==> config.mk <==
export PLATFORM = sky130hd
export DESIGN_NAME = parking_lot_ctrl
export DESIGN_NICKNAME = d
export VERILOG_FILES = /design/src/rtl/parking_lot_ctrl.sv
export SDC_FILE = /design/constraint.sdc
export NUM_CORES = 1
export LEC_CHECK = 0
export ABC_CLOCK_PERIOD_IN_PS = 2700
export BUFFER_PORTS_ARGS = -buffer_cell sky130_fd_sc_hd__buf_2
export CORE_MARGIN = 3
export CORE_UTILIZATION = 50
export CTS_CLUSTER_SIZE = 28
export DETAILED_ROUTE_END_ITERATION = 8
export GPL_TIMING_DRIVEN = 0
export PLACE_DENSITY_LB_ADDON = 0.2
export SYNTH_ARGS = -nofsm -noshare
export SYNTH_HDL_FRONTEND = slang
export SYNTH_SLANG_ARGS = --single-unit
==> constraint.sdc <==
create_clock -name clk -period 2.7 [get_ports clk]
set_clock_uncertainty 0.15 [all_clocks]
set_input_delay 0.27 -clock clk [delete_from_list [all_inputs] [get_ports clk]]
set_output_delay 0.27 -clock clk [all_outputs]
set_load 0.05 [all_outputs]
==> src/rtl/parking_lot_ctrl.sv <==
// Parking-lot occupancy controller: synchronizes two gate sensors, decodes
// complete entry/exit sequences and keeps a saturating occupancy count.
module parking_lot_ctrl #(
  parameter int unsigned CAPACITY = 25
) (
  input  logic       clk,
  input  logic       reset_n,
  input  logic       a,
  input  logic       b,
  output logic [4:0] count,
  output logic       enter_pulse,
  output logic       exit_pulse,
  output logic       full,
  output logic       empty,
  output logic       err_pulse
);

  localparam logic [4:0] CAP = 5'(CAPACITY);

  typedef enum logic [2:0] {
    IDLE = 3'd0,
    EN1  = 3'd1,
    EN2  = 3'd2,
    EN3  = 3'd3,
    EX1  = 3'd4,
    EX2  = 3'd5,
    EX3  = 3'd6
  } state_t;

  logic [1:0] a_sync_r;
  logic [1:0] b_sync_r;
  logic [1:0] s;
  state_t     state_r;
  state_t     state_next_s;
  logic       entry_evt_s;
  logic       exit_evt_s;
  logic [4:0] count_next_s;
  logic       enter_next_s;
  logic       exit_next_s;
  logic       err_next_s;

  // Two-flop synchronizers for the raw sensor inputs.
  always_ff @(posedge clk or negedge reset_n) begin
    if (!reset_n) begin
      a_sync_r <= 2'b00;
      b_sync_r <= 2'b00;
    end else begin
      a_sync_r <= {a_sync_r[0], a};
      b_sync_r <= {b_sync_r[0], b};
    end
  end

  assign s = {a_sync_r[1], b_sync_r[1]};

  // Sequence decoder: entries walk 10-11-01-00, exits walk 01-11-10-00.
  always_comb begin
    state_next_s = state_r;
    entry_evt_s  = 1'b0;
    exit_evt_s   = 1'b0;
    case (state_r)
      IDLE: begin
        case (s)
          2'b10:   state_next_s = EN1;
          2'b01:   state_next_s = EX1;
          default: state_next_s = IDLE;
        endcase
      end
      EN1: begin
        case (s)
          2'b11:   state_next_s = EN2;
          2'b10:   state_next_s = EN1;
          default: state_next_s = IDLE;
        endcase
      end
      EN2: begin
        case (s)
          2'b01:   state_next_s = EN3;
          2'b10:   state_next_s = EN1;
          2'b11:   state_next_s = EN2;
          default: state_next_s = IDLE;
        endcase
      end
      EN3: begin
        case (s)
          2'b00: begin
            state_next_s = IDLE;
            entry_evt_s  = 1'b1;
          end
          2'b11:   state_next_s = EN2;
          2'b01:   state_next_s = EN3;
          default: state_next_s = IDLE;
        endcase
      end
      EX1: begin
        case (s)
          2'b11:   state_next_s = EX2;
          2'b01:   state_next_s = EX1;
          default: state_next_s = IDLE;
        endcase
      end
      EX2: begin
        case (s)
          2'b10:   state_next_s = EX3;
          2'b01:   state_next_s = EX1;
          2'b11:   state_next_s = EX2;
          default: state_next_s = IDLE;
        endcase
      end
      EX3: begin
        case (s)
          2'b00: begin
            state_next_s = IDLE;
            exit_evt_s   = 1'b1;
          end
          2'b11:   state_next_s = EX2;
          2'b10:   state_next_s = EX3;
          default: state_next_s = IDLE;
        endcase
      end
      default: state_next_s = IDLE;
    endcase
  end

  // Saturating count update; refused events still pulse, plus err.
  always_comb begin
    count_next_s = count;
    enter_next_s = 1'b0;
    exit_next_s  = 1'b0;
    err_next_s   = 1'b0;
    if (entry_evt_s) begin
      enter_next_s = 1'b1;
      if (count < CAP) begin
        count_next_s = count + 5'd1;
      end else begin
        err_next_s = 1'b1;
      end
    end else if (exit_evt_s) begin
      exit_next_s = 1'b1;
      if (count > 5'd0) begin
        count_next_s = count - 5'd1;
      end else begin
        err_next_s = 1'b1;
      end
    end else begin
      count_next_s = count;
    end
  end

  // State, count and pulse registers.
  always_ff @(posedge clk or negedge reset_n) begin
    if (!reset_n) begin
      state_r     <= IDLE;
      count       <= 5'd0;
      enter_pulse <= 1'b0;
      exit_pulse  <= 1'b0;
      err_pulse   <= 1'b0;
    end else begin
      state_r     <= state_next_s;
      count       <= count_next_s;
      enter_pulse <= enter_next_s;
      exit_pulse  <= exit_next_s;
      err_pulse   <= err_next_s;
    end
  end

  assign full  = (count == CAP);
  assign empty = (count == 5'd0);

endmodule
==> results.sh <==
export IMPL_peakVddDrop_v=0.000543
export IMPL_swShare_pct=48.0
export IMPL_drc=0
export IMPL_critPathMaxFanout=10
export IMPL_ys_types=39
export IMPL_syn_inst=95
export IMPL_setup_tns_ns=0
export IMPL_grt_pass1_wl_um=3110
export IMPL_syn_num_nets=109
export IMPL_firstDrtPassIters=4
export IMPL_synth_async_reset_ratio_pct=100
export IMPL_synthesis_area_um2=1010
export IMPL_routed_top_layer="met4"
export IMPL_cts_root_buf="clkbuf_4"
export IMPL_fin_ws_ns=0.250
export IMPL_max_freq_ghz=0.408
export IMPL_clkSinkCount=15
export IMPL_die_y_um=50.9
export IMPL_num_rows=15
export IMPL_drive_gt1_share_pct=31.3
export IMPL_wl_um=1790
export IMPL_cts_tree="yes"
export IMPL_outcome="finished clean"
export IMPL_wl_per_cell_um=12.8
export IMPL_htreeDepth=1
export IMPL_combPwrFrac_pct=57.6
export IMPL_instances_no_fill=140
export IMPL_io_buffers=13
export IMPL_yosys_warnings=0
export IMPL_crit_arrival_ns=2.50
export IMPL_vias=769
export IMPL_dp_cells=133
export IMPL_power_density_nw_per_um2=946
export IMPL_ant_nets=0
export IMPL_wl_met2_um=826
export IMPL_reg2reg_slack_ns=0.25
export IMPL_ys_flop_type="dfrtp_1"
export IMPL_worst_slew_pin_transition_ns=0.327
export IMPL_drt_iter0_markers=5
export IMPL_ios=14
export IMPL_cts_max_path_buffers=2
export IMPL_min_from="a_sync_r[0]"
export IMPL_p_switching_w=0.000530
export IMPL_cts_inserted_buffers=3
export IMPL_routabilityCongestion=0.791
export IMPL_reg2reg_from="a_sync_r[1]"
export IMPL_pwr_share_clk_pct=11.6
export IMPL_synth_seq_cells=15
export IMPL_die_x_um=50.9
export IMPL_grt_max_degree=16
export IMPL_start_util_pct=55.3
export IMPL_dieArea_um2=2590
export IMPL_final_min_clock_period_ns=2.45
export IMPL_vias_per_cell=5.49
export IMPL_slew_headroom_pct=78.2
export IMPL_clk_pin_slew_ns=0.08
export IMPL_setup_viol=0
export IMPL_grt_pass1_vias=738
export IMPL_overflow=0
export IMPL_synth_edf_count=0
export IMPL_dpl_hpwl_um=1290
export IMPL_finalNetCount=130
export IMPL_post_cts_buffers=0
export IMPL_postSynthAreaPerCell_um2=10.6
export IMPL_grt_usage_pct=16.2
export IMPL_antenna_found_initial=0
export IMPL_start_kind="register"
export IMPL_clk_latency_ns=0.29
export IMPL_rsz0062_at_grt="false"
export IMPL_worstPathRequired_ns=2.75
export IMPL_synth_yosys_seq_area_share_pct=37.3
export IMPL_pwr_share_seq_pct=30.9
export IMPL_crit_path_start="a_sync_r[1]"
export IMPL_wl_met1_um=823
export IMPL_num_antenna_cells=0
export IMPL_post_route_util_pct=64.1
export IMPL_area_growth_pct=15.9
export IMPL_pre_cts_slack_ns=0.179
export IMPL_design_core_area_um2=1820
export IMPL_crit_type="register to register"
export IMPL_internal_power_w=0.000574
export IMPL_hold_violations=0
export IMPL_drv_cap=0
export IMPL_min_period_over_period_pct=90.8
export IMPL_report_final_slew_viol_count=0
export IMPL_hold_class="register to register"
export IMPL_cp_end_kind="register"
export IMPL_p_leak_nw=0.601
export IMPL_wl_met3_um=112
## synth_stat cells, types with 3 or more instances
cell type	count	area share [%]
inv_1	9	3.4
nand2_1	6	2.2
a21oi_1	3	1.5
ha_1	10	12
nor2_1	3	1.1
o21ai_0	3	1.5
nor3_1	4	2.0
dfrtp_1	15	37
xnor2_1	3	2.6
## final timing paths
path,cells past startpoint,end
setup / recovery,10,count[4]
hold / removal,0,a_sync_r[1]
setup reg to reg,10,count[4]
hold reg to reg,0,a_sync_r[1]
max in group asynchronous,2,b_sync_r[1]
min in group asynchronous,2,state_r[1]
## placed cells by master (no fill, tap or decap), types with 2 or more instances in the layout
master	netlist	routed
a21oi_1	3	3
nor3_1	4	4
or3_1	2	2
o211ai_1	2	2
dfrtp_1	15	15
a21oi_2	2	2
nand3_1	2	2
o21ai_0	3	3
o2111ai_1	2	2
buf_2	1	14
dlygate4sd3_1	0	3
xnor2_1	3	3
nor2_1	3	3
nand4_1	2	2
buf_4	2	2
nand2_1	6	6
clkbuf_4	0	3
ha_1	10	9
nand4b_4	2	2
inv_1	9	9
mux2_4	2	2
## worst max-delay path, stage by stage, from the launching register on
cell and delay (ns):
dfrtp_1 0.44, inv_1 0.15, ha_2 0.26, nand4b_4 0.18, inv_6 0.15, xnor2_1 0.07
ha_1 0.24, o31ai_2 0.22, a21oi_2 0.08, o31a_1 0.24, nor3_1 0.20
## layer usage
metal	GRT usage, %	up-vias
met3	5.25	3
met5	0	-
li1	-	380
met2	26.5	27
met4	7.17	0
met1	19.2	359
## flip-flops by register name (all words and copies together) (netlist names)
| register | count |
|---|---|
| count | 5 |
| err_pulse | 1 |
| state_r | 3 |
| exit_pulse | 1 |
| a_sync_r | 2 |
| enter_pulse | 1 |
| b_sync_r | 2 |
## cell type report
class / count / area, um^2
Fill cell: 159 / 654
Multi-Input combinational cell: 66 / 564
Sequential cell: 15 / 375
Timing Repair Buffer: 16 / 95.1
Inverter: 10 / 42.5
Buffer: 4 / 31.3
Tap cell: 25 / 31.3
Clock buffer: 4 / 26.3
## stage by stage
stage                     area [um^2]  hold WS [ns]  total power [W]
after floorplan                  1010        -0.176         0.000845
after global placement           1100        0.0359         0.000947
after detailed placement         1100        0.0392         0.000963
after CTS                        1160         0.212          0.00110
after global routing             1170         0.215          0.00119
final                            1170         0.209          0.00110
## power groups by stage
stage	logic, W	clock network (W)	registers (W)
global placement	0.000605	0	0.000341
global route	0.000690	0.000143	0.000352
detailed placement	0.000618	0	0.000344
floorplan	0.000410	0	0.000435
CTS	0.000624	0.000135	0.000340
finish	0.000635	0.000128	0.000341
## cell families after synthesis
logic type	Yosys count	share of synthesized area, %
XOR/XNOR	3	2.61
flip-flops	15	37.3
AND/OR/NAND/NOR	28	19.7
adder cells (fa/ha/maj)	10	12.4
multiplexers	4	5.10
AO/OA/AOI/OAI	21	15.5
buffers and inverters	14	7.34
## repair_timing
item / CTS / global route
resized for setup: 0 / 2
setup endpoints to repair: 0 / 1
hold buffers: 3 / 0
endpoints found under the hold margin: 17 / 0
Power figures use the tool's default switching activity.
